<file path="src/rtl/mac_seq_pkg.sv">
// ---------------------------------------------------------------------------
// mac_seq_pkg: shared state type, MAC geometry and lane packing.  Rev 1.0
// ---------------------------------------------------------------------------
`default_nettype none

package mac_seq_pkg;

  localparam int MAC_LANES = 4;
  localparam int MAC_IN_W  = 8;
  localparam int MAC_OUT_W = 18;

  typedef enum logic [1:0] {
    IDLE  = 2'd0,
    RUN   = 2'd1,
    DRAIN = 2'd2,
    HOLD  = 2'd3
  } seq_state_t;

  // Lane k occupies bits [k*MAC_IN_W +: MAC_IN_W] of the packed word.
  function automatic logic [MAC_LANES*MAC_IN_W-1:0] pack_lanes(
    input logic [MAC_IN_W-1:0] lanes [MAC_LANES]
  );
    logic [MAC_LANES*MAC_IN_W-1:0] w_word;
    w_word = '0;
    for (int k = 0; k < MAC_LANES; k++) begin
      w_word[k*MAC_IN_W +: MAC_IN_W] = lanes[k];
    end
    return w_word;
  endfunction

endpackage

`default_nettype wire

</file>
<file path="src/rtl/mac_dot_product_sequencer_tag_pipe.sv">
// ---------------------------------------------------------------------------
// mac_tag_pipe: {valid,last} shift register tracking beats inside the MAC.  Rev 1.0
// ---------------------------------------------------------------------------
`default_nettype none

module mac_tag_pipe #(
  parameter int DEPTH = 4
) (
  input  logic clock0,
  input  logic aclr0,
  input  logic tag_valid_in,
  input  logic tag_last_in,
  output logic tag_valid_out,
  output logic tag_last_out
);

  logic [DEPTH-1:0] r_valid;
  logic [DEPTH-1:0] r_last;

  always_ff @(posedge clock0 or posedge aclr0) begin
    if (aclr0) begin
      r_valid <= '0;
      r_last  <= '0;
    end else begin
      r_valid[0] <= tag_valid_in;
      r_last[0]  <= tag_valid_in & tag_last_in;
      for (int i = DEPTH - 1; i > 0; i--) begin
        r_valid[i] <= r_valid[i-1];
        r_last[i]  <= r_last[i-1];
      end
    end
  end

  assign tag_valid_out = r_valid[DEPTH-1];
  assign tag_last_out  = r_last[DEPTH-1];

endmodule

`default_nettype wire

</file>
<file path="src/rtl/mac_dot_product_sequencer.sv">
// ---------------------------------------------------------------------------
// mac_dot_product_sequencer: streams operand beats through a 4-lane MAC and
// accumulates one signed dot product per packet.  Rev 1.0
// ---------------------------------------------------------------------------
`default_nettype none

module mac_dot_product_sequencer
  import mac_seq_pkg::*;
#(
  parameter int MAC_LAT = 3,
  parameter int ACC_W   = 32,
  parameter int CNT_W   = 16
) (
  input  logic                          clock0,
  input  logic                          aclr0,
  input  logic                          in_valid,
  output logic                          in_ready,
  input  logic [MAC_LANES*MAC_IN_W-1:0] in_a,
  input  logic [MAC_LANES*MAC_IN_W-1:0] in_b,
  input  logic                          in_last,
  output logic [MAC_LANES*MAC_IN_W-1:0] mac_dataa,
  output logic [MAC_LANES*MAC_IN_W-1:0] mac_datab,
  input  logic [MAC_OUT_W-1:0]          mac_result,
  output logic                          out_valid,
  input  logic                          out_ready,
  output logic [ACC_W-1:0]              out_acc,
  output logic [CNT_W-1:0]              out_beats
);

  localparam logic [CNT_W-1:0] C_BEATS_MAX = '1;

  seq_state_t                    r_state;
  seq_state_t                    w_state_nxt;
  logic                          w_accept;
  logic                          w_tag_valid;
  logic                          w_tag_last;
  logic                          r_first;
  logic                          r_last_seen;
  logic [ACC_W-1:0]              r_acc;
  logic [CNT_W-1:0]              r_beats;
  logic [ACC_W-1:0]              r_out_acc;
  logic [CNT_W-1:0]              r_out_beats;
  logic [MAC_LANES*MAC_IN_W-1:0] r_mac_a;
  logic [MAC_LANES*MAC_IN_W-1:0] r_mac_b;
  logic signed [MAC_OUT_W-1:0]   w_res_s;
  logic [ACC_W-1:0]              w_res_ext;

  assign w_res_s   = mac_result;
  assign w_res_ext = ACC_W'(w_res_s);
  assign w_accept  = in_valid & in_ready;

  always_ff @(posedge clock0 or posedge aclr0) begin
    if (aclr0) begin
      r_state <= IDLE;
    end else begin
      r_state <= w_state_nxt;
    end
  end

  always_comb begin
    w_state_nxt = r_state;
    in_ready    = 1'b0;
    out_valid   = 1'b0;
    case (r_state)
      IDLE, RUN: begin
        // Ready is forced low while reset is held, independent of state.
        in_ready = ~aclr0;
        if (in_valid && !aclr0) begin
          w_state_nxt = in_last ? DRAIN : RUN;
        end
      end
      DRAIN: begin
        if (r_last_seen) begin
          w_state_nxt = HOLD;
        end
      end
      HOLD: begin
        out_valid = 1'b1;
        if (out_ready) begin
          w_state_nxt = IDLE;
        end
      end
      default: w_state_nxt = IDLE;
    endcase
  end

  mac_tag_pipe #(
    .DEPTH(MAC_LAT + 1)
  ) u_tag_pipe (
    .clock0       (clock0),
    .aclr0        (aclr0),
    .tag_valid_in (w_accept),
    .tag_last_in  (in_last),
    .tag_valid_out(w_tag_valid),
    .tag_last_out (w_tag_last)
  );

  always_ff @(posedge clock0 or posedge aclr0) begin
    if (aclr0) begin
      r_mac_a     <= '0;
      r_mac_b     <= '0;
      r_first     <= 1'b1;
      r_last_seen <= 1'b0;
      r_acc       <= '0;
      r_beats     <= '0;
      r_out_acc   <= '0;
      r_out_beats <= '0;
    end else begin
      // Idle operands are zero so the MAC contributes nothing on bubbles.
      r_mac_a <= w_accept ? in_a : '0;
      r_mac_b <= w_accept ? in_b : '0;

      if (r_state == IDLE) begin
        r_first <= 1'b1;
      end else if (w_tag_valid) begin
        r_first <= 1'b0;
      end

      if (w_tag_valid) begin
        r_acc <= (r_first ? '0 : r_acc) + w_res_ext;
      end

      r_last_seen <= (r_state == DRAIN) & w_tag_valid & w_tag_last;

      if (w_accept) begin
        if (r_state == IDLE) begin
          r_beats <= CNT_W'(1);
        end else if (r_beats != C_BEATS_MAX) begin
          r_beats <= r_beats + 1'b1;
        end
      end

      if (r_state == DRAIN && r_last_seen) begin
        r_out_acc   <= r_acc;
        r_out_beats <= r_beats;
      end
    end
  end

  assign mac_dataa = r_mac_a;
  assign mac_datab = r_mac_b;
  assign out_acc   = r_out_acc;
  assign out_beats = r_out_beats;

endmodule

`default_nettype wire

</file>
<file path="config.mk">
export PLATFORM = sky130hd
export DESIGN_NAME = mac_dot_product_sequencer
export DESIGN_NICKNAME = d
export VERILOG_FILES = /design/src/rtl/mac_seq_pkg.sv /design/src/rtl/mac_dot_product_sequencer_tag_pipe.sv /design/src/rtl/mac_dot_product_sequencer.sv
export SDC_FILE = /design/constraint.sdc
export NUM_CORES = 1
export LEC_CHECK = 0
export BUFFER_PORTS_ARGS = -buffer_cell sky130_fd_sc_hd__buf_2
export CORE_MARGIN = 1.5
export CORE_UTILIZATION = 50
export DETAILED_ROUTE_END_ITERATION = 16
export HOLD_SLACK_MARGIN = 0.02
export PLACE_DENSITY = 0.74
export RECOVER_POWER = 25
export SETUP_SLACK_MARGIN = 0.4
export SLEW_MARGIN = 20
export SYNTH_ARGS = -nofsm -noshare
export SYNTH_HDL_FRONTEND = slang
export SYNTH_SLANG_ARGS = --single-unit
</file>
<file path="constraint.sdc">
create_clock -name clock0 -period 13.3 [get_ports clock0]
set_input_delay 0.665 -clock clock0 [delete_from_list [all_inputs] [get_ports clock0]]
set_output_delay 0.665 -clock clock0 [all_outputs]
set_load 0.02 [all_outputs]
</file>
### Yosys cells after proc, flatten, opt, wreduce, memory -nomap -nowiden

Index checks and enable logic that the tools add are counted.
Widths: inputs -> output; s select.

* bits in read-only memories: 0
* input port bits: 87
* output and inout port bits: 114
* logic and storage cells: 48
* memory bits (writable): 0
* latch bits: 0
* bits in registers: 172
* memories: 0

* reduce and logical (&&, ||, !) cells: 9
* bitwise logic cells: 5
* $lt $le $gt $ge: 0
* div/mod/pow operators: 0
* $add $sub $neg: 2
* eq/ne operators: 7
* shift-type cells: 0
* muxes and demuxes: 14
* multipliers: 0

Operators by type and width (count)
* $mux 32: 3
* $add 32x32->32: 1
* $mux 16: 2
* $add 16x1->16 const B: 1
* $ne 16x16->1 const B: 1
* $mux 2: 4
* $ne 2x2->1 const B: 3
* $pmux 2 s3: 1
* $and 1x1->1: 4
* $eq 2x2->1 const B: 2
* $mux 1: 4
* $reduce_bool 2->1: 2
* $reduce_and 3->1: 1
* $eq 2x1->1 const B: 1
* $logic_and 1x1->1: 2
* $logic_not 2->1: 1
* $reduce_and 2->1: 1
* $reduce_or 2->1: 1
* $logic_not 1->1: 1
* $not 1->1: 1

### Depth between registers and ports, before layout

* depth in word-level cells: 5
* mapped depth: 13
* depth with buffers taken out: 12

### Hierarchy

Synthesis repeated with hierarchy kept, for this count alone.

* cell total of the unflattened synthesis: 711
* area total of the unflattened synthesis: 8091.5 um2

Modules (own cells, without submodules)
* mac_dot_product_sequencer: seq. area each 4105.2 um2, cells each 701, area an instance 7881.3 um2, times used 1
* mac_tag_pipe: seq. area each 200.2 um2, cells each 10, area an instance 210.2 um2, times used 1

### Least setup slack after synthesis

OpenSTA, ideal clock, no wires.

* path kind: register to register
* start point: reg r_first
* end point: reg r_acc[28]
* clock period less this slack: 3.507 ns
* setup time: 0.126 ns
* stages on the path, launching flop included: 13
* buffers on the path: 1
* data arrival time: 3.381 ns
* setup slack: 9.793 ns
* required time: 13.174 ns
* cell sequence: dfstp_2 -> clkbuf_1 -> nor2b_1 -> ha_1 -> fa_1 -> a211oi_1 -> o21ai_1 -> a21o_1 -> a41oi_2 -> o211a_1 -> o31ai_1 -> a2111o_1 -> a311o_1

* word-level cells in the longest chain between the ends: 2

RTL lines
* start: declaration: RTL line mac_dot_product_sequencer.sv:37 `logic r_first;`
* start signal: assignment: RTL line mac_dot_product_sequencer.sv:102 `r_first <= 1'b1;`
* start signal: assignment: RTL line mac_dot_product_sequencer.sv:114 `r_first <= 1'b1;`
* start signal: assignment: RTL line mac_dot_product_sequencer.sv:116 `r_first <= 1'b0;`
* $mux 32: RTL line mac_dot_product_sequencer.sv:120 `r_acc <= (r_first ? '0 : r_acc) + w_res_ext;`
* $add 32x32->32: RTL line mac_dot_product_sequencer.sv:120
* end signal: assignment: RTL line mac_dot_product_sequencer.sv:120
* end: declaration: RTL line mac_dot_product_sequencer.sv:39 `logic [ACC_W-1:0] r_acc;`

Every way passes these cells.
A chain may end at the register's enable or synchronous reset.

### Final worst setup path

Ends and elaborated chain as after synthesis.

==> metrics.md <==
| Metric | Value |
|---|---|
| Seq/Total Area, Yosys | `a little over half` |
| Syn Inst Count | `689` |
| Core region area | `15,300 µm²` |
| Post-synth net total | `~810` |
| # H-tree levels | `4` |
| CTS tree | `built` |
| Via Count | `5,850` |
| Library cells used by synthesis | `48` |
| Fin Clk Skew | `roughly 0.013 ns` |
| Fin nets | `997` |
| Outcome | `finished, violations left` |
| # IOs | `201` |
| Critical Path Max Stage Delay | `slightly above 0.9 ns` |
| Inst Count DP | `1,069` |
| Pre-CTS WS | `9.35 ns` |
| Clock latency on the worst-skew pair | `around 0.43 ns` |
| Ys flop type | `dfrtp_1` |
| Cell area after layout | `9650 µm²` |
| Hold Slack | `0.348 ns` |
| First-pass GRT wire length | `28,100 µm` |
| Final Non-Filler Cells | `around 1.1k` |
| Post_cts resized | `0` |
| Setup TNS | `0 ns` |
| FMAX | `250 MHz` |
| Required time worst endpoint | `13.61 ns` |
| Ys Warns | `0` |
| Worst min path class | `reg -> reg` |
| Residual DRC | `0` |
| Die Ht | `between 100 and 150 µm` |
| Sequential cell area | `4310 µm²` |
| Ys async rst share | `100%` |
| Worst path cell trace | `nor2b_1, ha_1, fa_1, a211oi_1, o21ai_1, a21o_1, a41oi_2, o211a_1, o31ai_1, a2111o_1, a311o_1` |
| Count leader, synth | `dfrtp_1` |
| Starting Density | `51.7%` |
| Setup violators final | `0` |
| CP Launch Type | `flop` |
| Clock sink count | `172` |
| Initial antenna violation count | `1` |
| Die W | `129 µm` |
| Cts hold-fix bufs | `0` |
| Top cells by area, synth | `dfrtp_1, mux2_2, and3_1` |
| DRT met1 WL | `7360 µm` |
| Leak pwr | `5.32 nW` |
| Final Hold Viols | `0` |
| CTS root buf | `clkbuf_16` |
| I/O Buffers | `200` |
| Synthesized flop and latch total | `172` |
| Multi-input logic area | `between 3000 and 4000 µm²` |
| Worst-Margin Slew | `around 4.6 ns` |
| Drt pass-1 iters | `4` |
| Power Dens Cells | `177 nW/µm²` |
| GRT Total Usage | `21.5%` |
| Failing checks | `max-capacitance violations, max-slew violations` |
| Vias in the first global route | `5,868` |
| Max_cap viols | `2` |
| Full die area | `between 15,000 and 20,000 µm²` |
| Met3 WL post-DR | `1100 µm` |
| Cell taking the most area after synthesis | `dfrtp_1` |
| GPL Wtd Cong | `0.841` |
| Synth Cell Area | `7920 µm²` |
| Post-Route WL | `17,100 µm` |
| WHS Path Cells | `0` |
| Stages on the worst setup path | `11` |
| Clock buffer depth | `2` |
| Reg-to-reg slack, setup | `9.30 ns` |
| Largest net degree at the start of global routing | `109` |
| Crit path DAT | `4.31 ns` |
| Post-synth top area share | `54.0%` |
| Mean Syn Cell Area | `11.5 µm²` |
| Number of synthesized flops with an enable pin | `0` |
| Fin. max-slew vios | `between 100 and 150` |
| CP endpoint kind | `flop` |
| DR top layer | `met5` |
| Crit-path slowest cell | `dfstp_2` |
| Placement-stage cell area | `~9000 µm²` |
| DR WL/cell | `15.6 µm` |
| Worst reg-to-reg path cell count | `11` |
| Post-synth top cells | `dfrtp_1, and3_1, mux2_2` |
| Met2 routed WL | `8490 µm` |
| Minimum clock period | `4.00 ns` |
| Layout area overhead | `21.8%` |
| CTS clock-pin slew for the worst setup and hold paths | `0.06 ns` |
| Total power | `1.71 mW` |
| Final ANT Viol Nets | `0` |
| First DRT Iteration DRCs | `270` |
| Worst path top cell family by delay | `compound AO/OA/AOI/OAI gates` |
| CTS Buf Count | `17` |
| CP Class | `reg -> reg` |
| Vias per cell | `around 5.3` |
| Postcts setup bufs | `0` |
| Worst path bufs/invs | `0` |
| RSZ-0062 raised after global routing | `no` |
| Final core occ | `63.0%` |
| Cell row count | `45` |
| Layout cells sized above 1 | `34.8%` |
| ANT cells | `0` |
| Fillers | `1,265` |
| Crit path max fanout | `33` |
| Worst vdd ir | `102 µV` |
| Final worst slack | `between 9 and 10 ns` |
| DPL Wire Length | `12,200 µm` |
| Gr ovfl total | `0` |
| Final Cycle Share | `30.1%` |
| Slew Limit Headroom | `-205%` |
-- per-layer routing --
metal / track usage [%] / up-vias
met4: 5.82 / 2
met5: 0 / -
met3: 7.11 / 15
met1: 27.1 / 2828
met2: 35.9 / 173
li1: - / 2832
-- layout make-up --
| cell class | instances | area share (%) |
|---|---|---|
| inverters | 13 | 0.519 |
| flip-flops and latches | 172 | 44.6 |
| clock inverters | 12 | 1.08 |
| repair buffers | 204 | 10.6 |
| multi-input cells | 469 | 35.7 |
| well taps | 211 | 2.74 |
| clock buffers | 20 | 4.73 |
-- worst paths after layout --
| check | startpoint | to |
|---|---|---|
| setup / recovery | r_first | r_acc[28] |
| hold / removal | u_tag_pipe.r_valid[1] | u_tag_pipe.r_valid[2] |
| setup reg to reg | r_first | r_acc[28] |
| hold reg to reg | u_tag_pipe.r_valid[1] | u_tag_pipe.r_valid[2] |
| max in group asynchronous | aclr0 | out_acc[13] |
| min in group asynchronous | aclr0 | mac_dataa[28] |
-- report_power, final --
part,total (mW),switching [mW],leakage [nW],internal [mW]
sequential,0.697,0.0850,2.27,0.612
clock,0.465,0.211,0.271,0.254
combinational,0.546,0.295,2.78,0.251
total,1.71,0.591,5.32,1.12
-- state kept, by name, indices dropped and copies added (netlist names) --
name	cells
mac_dataa	32
mac_datab	32
out_acc	32
r_acc	32
out_beats	16
r_beats	16
u_tag_pipe.r_last	4
u_tag_pipe.r_valid	4
r_state	2
r_first	1
r_last_seen	1
-- placed cells by master, fill, tap and decap left out, drive strengths merged, types with 4 or more instances in the layout --
master / n
o21ai: 35
a21oi: 31
o21bai: 4
a211oi: 9
a22o: 5
nor2b: 34
and3: 70
o31ai: 5
o211ai: 4
xor2: 11
xnor2: 20
and2: 6
mux2: 68
nand4: 8
nand3: 10
nor2: 28
buf: 202
dfrtp: 171
a21o: 20
ha: 32
clkinv: 5
nand2: 36
clkbuf: 22
inv: 17
nor3: 5
-- kinds of logic (layout without fill, tap and decap cells) --
kind of cell	after synthesis	in the layout	synth area share, %
multiplexers	69	69	9.79
AO/OA/AOI/OAI	131	131	10.9
adder cells (fa/ha/maj)	33	33	5.31
buffers and inverters	48	249	2.27
flip-flops	172	172	54.4
XOR/XNOR	31	31	3.43
AND/OR/NAND/NOR	205	205	14.0
No activity file was read; power rests on OpenSTA's default activity.
